--- src/rtl/lcv_mul_acc_pipe.sv ---
// Pipelined signed multiply-accumulate with valid/ready handshake, persistent accumulator and overflow flag.
// Optional build macro LCV_MUL_ACC_PIPE_SAT_EN: saturate results on overflow instead of wrapping.
module lcv_mul_acc_pipe #(
    parameter int unsigned A_WIDTH   = 16,
    parameter int unsigned B_WIDTH   = 16,
    parameter int unsigned ACC_WIDTH = 48,
    parameter int unsigned LATENCY   = 3
) (
    input  logic                        clk,
    input  logic                        rst,
    input  logic                        inp_valid,
    output logic                        inp_ready,
    input  logic signed [A_WIDTH-1:0]   inp_a,
    input  logic signed [B_WIDTH-1:0]   inp_b,
    input  logic signed [ACC_WIDTH-1:0] inp_c,
    input  logic [1:0]                  inp_op,
    output logic                        outp_valid,
    input  logic                        outp_ready,
    output logic signed [ACC_WIDTH-1:0] outp_data,
    output logic                        outp_overflow
);

    localparam int unsigned P_WIDTH = A_WIDTH + B_WIDTH;
    localparam int unsigned W_WIDTH = ACC_WIDTH + 2;
    localparam int unsigned N_MID   = (LATENCY > 2) ? LATENCY - 2 : 0;

    localparam logic [1:0] OP_MUL_ADD = 2'd0;
    localparam logic [1:0] OP_MAC     = 2'd1;
    localparam logic [1:0] OP_MSU     = 2'd2;

    if (ACC_WIDTH < P_WIDTH) begin : g_chk_acc
        $error("lcv_mul_acc_pipe: ACC_WIDTH must be >= A_WIDTH+B_WIDTH");
    end
    if (LATENCY < 2) begin : g_chk_lat
        $error("lcv_mul_acc_pipe: LATENCY must be >= 2");
    end

    typedef struct packed {
        logic                 valid;
        logic [1:0]           op;
        logic [ACC_WIDTH-1:0] c;
        logic [P_WIDTH-1:0]   prod;
    } mid_t;

    logic adv;

    logic                        s1_valid_q;
    logic [1:0]                  s1_op_q;
    logic signed [A_WIDTH-1:0]   s1_a_q;
    logic signed [B_WIDTH-1:0]   s1_b_q;
    logic signed [ACC_WIDTH-1:0] s1_c_q;
    logic signed [P_WIDTH-1:0]   s1_prod;
    mid_t                        s1_out;
    mid_t                        fin;

    logic                        out_valid_q, out_valid_d;
    logic [ACC_WIDTH-1:0]        out_data_q,  out_data_d;
    logic                        out_ovf_q,   out_ovf_d;
    logic signed [ACC_WIDTH-1:0] acc_q,       acc_d;

    logic signed [W_WIDTH-1:0]   prod_w;
    logic signed [W_WIDTH-1:0]   c_w;
    logic signed [W_WIDTH-1:0]   acc_w;
    logic signed [W_WIDTH-1:0]   wide;
    logic                        res_ovf;
    logic [ACC_WIDTH-1:0]        res_data;

    // A single advance strobe stalls every stage together.
    assign adv       = !out_valid_q || outp_ready;
    assign inp_ready = adv;

    // Stage 1: operand capture.
    always_ff @(posedge clk) begin
        if (!rst) begin
            s1_valid_q <= 1'b0;
            s1_op_q    <= '0;
            s1_a_q     <= '0;
            s1_b_q     <= '0;
            s1_c_q     <= '0;
        end else if (adv) begin
            s1_valid_q <= inp_valid;
            s1_op_q    <= inp_op;
            s1_a_q     <= inp_a;
            s1_b_q     <= inp_b;
            s1_c_q     <= inp_c;
        end
    end

    assign s1_prod = P_WIDTH'(s1_a_q) * P_WIDTH'(s1_b_q);

    always_comb begin
        s1_out       = '0;
        s1_out.valid = s1_valid_q;
        s1_out.op    = s1_op_q;
        s1_out.c     = s1_c_q;
        s1_out.prod  = s1_prod;
    end

    // Product stages; absent when LATENCY is 2.
    if (N_MID == 0) begin : g_no_mid
        assign fin = s1_out;
    end else begin : g_mid
        mid_t mid_q [N_MID];

        always_ff @(posedge clk) begin
            if (!rst) begin
                for (int i = 0; i < int'(N_MID); i++) begin
                    mid_q[i] <= '0;
                end
            end else if (adv) begin
                mid_q[0] <= s1_out;
                for (int i = 1; i < int'(N_MID); i++) begin
                    mid_q[i] <= mid_q[i-1];
                end
            end
        end

        assign fin = mid_q[N_MID-1];
    end

    // Final stage: two guard bits expose any overflow of the signed accumulator range.
    always_comb begin
        prod_w = W_WIDTH'($signed(fin.prod));
        c_w    = W_WIDTH'($signed(fin.c));
        acc_w  = W_WIDTH'(acc_q);
        case (fin.op)
            OP_MAC:  wide = acc_w + prod_w;
            OP_MSU:  wide = acc_w - prod_w;
            default: wide = prod_w + c_w;
        endcase
        res_ovf = !((&wide[W_WIDTH-1:ACC_WIDTH-1]) || !(|wide[W_WIDTH-1:ACC_WIDTH-1]));
`ifdef LCV_MUL_ACC_PIPE_SAT_EN
        if (res_ovf) begin
            res_data = wide[W_WIDTH-1] ? {1'b1, {(ACC_WIDTH-1){1'b0}}}
                                       : {1'b0, {(ACC_WIDTH-1){1'b1}}};
        end else begin
            res_data = wide[ACC_WIDTH-1:0];
        end
`else
        res_data = wide[ACC_WIDTH-1:0];
`endif
    end

    always_comb begin
        out_valid_d = out_valid_q;
        out_data_d  = out_data_q;
        out_ovf_d   = out_ovf_q;
        acc_d       = acc_q;
        if (adv) begin
            out_valid_d = fin.valid;
            if (fin.valid) begin
                out_data_d = res_data;
                out_ovf_d  = res_ovf;
                if (fin.op != OP_MUL_ADD) begin
                    acc_d = res_data;
                end
            end
        end
    end

    always_ff @(posedge clk) begin
        if (!rst) begin
            out_valid_q <= 1'b0;
            out_data_q  <= '0;
            out_ovf_q   <= 1'b0;
            acc_q       <= '0;
        end else begin
            out_valid_q <= out_valid_d;
            out_data_q  <= out_data_d;
            out_ovf_q   <= out_ovf_d;
            acc_q       <= acc_d;
        end
    end

    assign outp_valid    = out_valid_q;
    assign outp_data     = out_data_q;
    assign outp_overflow = out_ovf_q;

endmodule

--- config.mk ---
export PLATFORM = sky130hd
export DESIGN_NAME = lcv_mul_acc_pipe
export DESIGN_NICKNAME = d
export VERILOG_FILES = /design/src/rtl/lcv_mul_acc_pipe.sv
export SDC_FILE = /design/constraint.sdc
export NUM_CORES = 1
export LEC_CHECK = 0
export ABC_AREA = 1
export BUFFER_PORTS_ARGS = -buffer_cell sky130_fd_sc_hd__buf_2
export CAP_MARGIN = 20
export CORE_MARGIN = 4
export CORE_UTILIZATION = 50
export CTS_BUF_LIST = sky130_fd_sc_hd__clkbuf_16
export CTS_CLUSTER_DIAMETER = 50
export CTS_CLUSTER_SIZE = 30
export DETAILED_ROUTE_END_ITERATION = 8
export GPL_TIMING_DRIVEN = 0
export PLACE_DENSITY = 0.67
export REMOVE_ABC_BUFFERS = 1
export SETUP_SLACK_MARGIN = 0.2
export SYNTH_ARGS = -nofsm -noshare
export SYNTH_HDL_FRONTEND = slang
export SYNTH_SLANG_ARGS = --single-unit
--- constraint.sdc ---
create_clock -name clk -period 7.6 [get_ports clk]
set_clock_uncertainty 0.15 [all_clocks]
set_input_delay 1.14 -clock clk [delete_from_list [all_inputs] [get_ports clk]]
set_output_delay 1.14 -clock clk [all_outputs]
set_load 0.02 [all_outputs]
# Word-level counts from Yosys, hierarchy flattened
# Memories as Yosys holds them, arrays and structs flattened.
# Cells that the tools add are included.
# classes
n_addsub,3
n_mul,1
reduce_logical,11
eq_ne,2
mux,7
# op_table
op,count
$pmux 50 s2,1
$mux 83,1
$reduce_or 83->1,1
$add 32x48->49,1
$add 48x32->49,1
$sub 48x32->49,1
$mul 16x16->32,1
$reduce_and 3->1,2
$mux 1,5
$logic_not 1->1,3
$reduce_or 3->1,1
$eq 2x1->1 const B,1
$eq 2x2->1 const B,1
$logic_or 1x1->1,2
$reduce_and 2->1,1
$reduce_bool 2->1,1
# word_totals
reg_bits,181
ramBits,83
input_bits,86
output_inout_bits,51
wordCells,34
memories,1
# memory_table
memory,words,word_bits,read_ports,rd_clocked_by_memory_dff,wr,line_no,source
g_mid.mid_q,1,83,1,0,1,103,mid_t mid_q [N_MID];

# Logic depth before layout (Yosys ltp)
# logic_depth
depth_word,7
ltp_mapped,31
ltp_nobuf,31

# Least setup slack after synthesis
# OpenSTA, ideal clock, no wires.
# synth_path
path_type,reg2reg
startpoint,reg s1_a_q[15]
endpoint,mem g_mid.mid_q[0][31] (netlist name) (data pin)
setup_time_ps,253
stages_incl_launch_ff,22
slack_ps,1642
required_time_ps,7197
t_arrival_ps,5555
synth_period_minus_slack_ps,5958
path_cell_list,dfxtp_1 -> clkbuf_1 -> clkbuf_1 -> nand2_1 -> inv_1 -> fa_1 -> fa_1 -> inv_1 -> fa_1 -> fa_1 -> fa_1 -> fa_1 -> inv_1 -> ha_1 -> nand2_1 -> nor3_1 -> nand4_1 -> o2111a_1 -> nand2_1 -> nand2_1 -> nand2_1 -> nor2_1
# synth_between
elab_chain_cells,2
# synth_rtl
element,line_no,source
from (decl),49,logic signed [A_WIDTH-1:0] s1_a_q;
from (signal assigned),83,s1_a_q <= inp_a;
$mul 16x16->32,89,assign s1_prod = P_WIDTH'(s1_a_q) * P_WIDTH'(s1_b_q);
$mux 83 (no line),-,
to (decl),103,
# No other way between the ends.

# Worst setup path in the final report
# layout_path
startpoint,reg s1_b_q[1]
endpoint,mem g_mid.mid_q[0][31] (netlist name) (data pin)
# layout_between
elab_chain_cells,2
# layout_rtl
element,line_no,source
from (decl),50,logic signed [B_WIDTH-1:0] s1_b_q;
from (signal assigned),84,s1_b_q <= inp_b;
$mul 16x16->32,89,
$mux 83 (no line),-,
# No other way between the ends.

==> impl_results.md <==
* Status: complete, no violations
* # diodes at 0
* Routed wire length per instance at 16.7 um
* Syn Area/Cell at 6.91 um^2
* Nets at 4703
* CTS tree: built
* Initial Util at 50.5%
* CTS Buffer Depth at 3
* Fin crit share at 89.3%
* Port Buffers at 136
* Static leakage at 17.3 nW
* Synthesized area at 28500 um^2
* Iteration-0 DRC Markers at 1462
* Max VDD drop at 0.180 mV
* Setup repair bufs after CTS at 0
* Slew headroom at 37.2%
* Worst-path clk slew at 70 ps
* Critical Path RT at 7770 ps
* DR DRC count at 0
* Worst hold path class: reg -> reg
* FP Rows at just under 90
* Vias per cell at 5.13
* Layout area overhead at 9.59%
* Critical path class: reg -> reg
* Yosys warns at 0
* Pwr per Cell Area at 229 nW/um^2
* # IOs at 137
* Crit path time final at 6780 ps
* Post-CTS Resized at 0
* Critical-path maximum fanout at 17
* Final hold vios at 0
* Total gr overflow at 0
* Worst slack, placed at 857 ps
* Pin count of the biggest net entering global routing at 82
* Main synth FF type: dfxtp_1
* Sequential fraction of the synthesis area at 21.5%
* Gr usage total at a little over a quarter
* Maximum capacitance violations at 0
* Crit. End Element: flip-flop
* Number of synthesized flops with an enable pin at just over 80
* Share of layout cells above drive strength 1 at 6.71%
* Final worst slack at 816 ps
* Most common cell after layout, fill and taps aside: nand2_1
* CTS buffer count at 37
* Core ar. at 56400 um^2
* CTS sink cnt at roughly 260
* Power Total at 7.16 mW
* Number of library cell types mapped by synthesis at 51
* Yosys top cell area share at 18.6%
* RSZ-0062 raised after global routing: false
* First-pass GRT wire length at ~130 mm
* Commonest cells after routing, fill and taps aside: nand2_1 (977), inv_1 (898), nor2_1 (412), fa_1 (264), o21ai_0 (230)
* DRT Wirelength at 83.0 mm
* H-tree depth at 2
* DIE HEIGHT at about 250 um
* Count of antenna-violating nets left after detailed routing at 0
* Iteration count of the initial detailed-routing pass at 5
* Clock Latency Late Sink at roughly 580 ps
* Synth area leaders: fa_1 (19%), nand2_1 (13%), dfxtp_1 (13%), inv_1 (12%), edfxtp_1 (8.8%)
* Mapped Cells at 4119
* Vias at 25400
* Count of final max-slew check failures at 0
* Number of global-route vias before repair at 25200
* Width of the die at 247 um
* Placer Congestion at 0.974
* CP startpoint kind: flip-flop
* Top achievable clock speed at 147 MHz
* Clock Tree Root: clkbuf_16
* Synth Register Bits at 264
* Final setup fails at 0
* Async S/R FF share, synth at 0%
* DP Wirelength at roughly 70 mm
* Post-route insts no fill at approximately 5000
* Initial antenna violation count at 0
* Post-synth top area cell: fa_1
* Slew @ Worst Pin at 942 ps
* Layout fillers at 5744
* CTS Hold Bufs at 0
* Worst Path Arrival at about 7000 ps
* Die ar. at 60800 um^2
* Placed cells at 4889
## cell type report
| class | count | area (um^2) | share of cell area [%] |
|---|---|---|---|
| clock buffer | 39 | 976 | 3.13 |
| clock inverter | 28 | 363 | 1.16 |
| inverter | 907 | 3410 | 10.9 |
| multi-input combinational | 2816 | 18500 | 59.2 |
| sequential | 264 | 6120 | 19.6 |
| tap | 756 | 946 | 3.03 |
| timing repair buffer | 146 | 913 | 2.93 |
## synthesized netlist by cell type, types with 5 or more instances
cell,count
fa_1,264
ha_1,181
o21ai_1,14
o21bai_1,44
nand4_1,33
o21a_1,30
nand2_1,978
nor2_1,414
a21oi_1,209
xor2_1,39
a21o_1,7
clkbuf_1,114
buf_1,7
o21ai_2,5
nor2_2,14
edfxtp_1,83
nand3_1,228
inv_2,7
o211ai_1,8
inv_1,897
nand2_2,14
nand3b_1,5
o21ai_0,230
buf_2,11
nor3_1,25
xnor2_1,21
a21oi_2,8
dfxtp_1,181
## worst max-delay path, stage by stage, from the launching register on
cell      delay (ps)
dfxtp_1          830
nand2_1          220
inv_1            190
fa_1             550
fa_1             890
fa_1             570
fa_1             550
fa_1             510
inv_1             50
fa_1             470
inv_1             40
ha_1             320
a21oi_1          240
o21ai_0          120
a21oi_1          320
o2111a_1         220
nand2_1          100
nor2_1           110
nor2_1            50
## where the power goes
group | switching, mW | internal, mW | leakage [nW]
Sequential | 0.206 | 1.62 | 2.47
Combinational | 2.29 | 1.18 | 14.2
Clock | 0.824 | 1.05 | 0.660
## metrics by stage
stage | utilization (%) | hold slack, ps | TNS (ps) | instance area, um^2
3_3_place_gp | 52.5 | 299 | -431660 | 29600
6_report | 55.3 | 311 | 0 | 31200
2_1_floorplan | - | 301 | 0 | 28000
3_5_place_dp | 53.0 | 305 | 0 | 29900
4_1_cts | 55.3 | 315 | 0 | 31200
5_1_grt | 55.3 | 339 | 0 | 31200
## logic make-up (layout without fill, tap and decap cells)
| group | count (synthesis) | after routing | share of synthesized area, % |
|---|---|---|---|
| compound gates | 572 | 572 | 11.2 |
| flops | 264 | 264 | 21.5 |
| simple gates | 1739 | 1739 | 25.2 |
| xor+xnor | 60 | 60 | 1.85 |
| fa+ha+maj | 445 | 445 | 26.5 |
| buf+inv | 1039 | 1120 | 13.7 |
## worst paths after layout
path              slack, ps          from  cells after the start                 end
setup / recovery        820     s1_b_q[1]                     18  g_mid.mid_q[0][31]
hold / removal          310  outp_data[1]                      2        outp_data[1]
setup reg to reg        820     s1_b_q[1]                     18  g_mid.mid_q[0][31]
hold reg to reg         310  outp_data[1]                      2        outp_data[1]
## layer usage
metal	track usage (%)	routed length, um	part of all wire [%]	vias up
met5	0	0	0	-
met4	10.7	3420	4.1	0
met3	2.66	3550	4.3	171
met2	48.5	40600	49	593
met1	34.3	35400	43	11900
li1	-	-	-	12800
## state kept, by name, indices dropped and copies added, names as in the netlist
name,cells
s1_c_q,48
s1_valid_q,1
s1_op_q,2
outp_data,48
s1_b_q,16
outp_overflow,1
g_mid.mid_q,83
s1_a_q,16
acc_q,48
outp_valid,1
No activity file was read; power rests on OpenSTA's default activity.
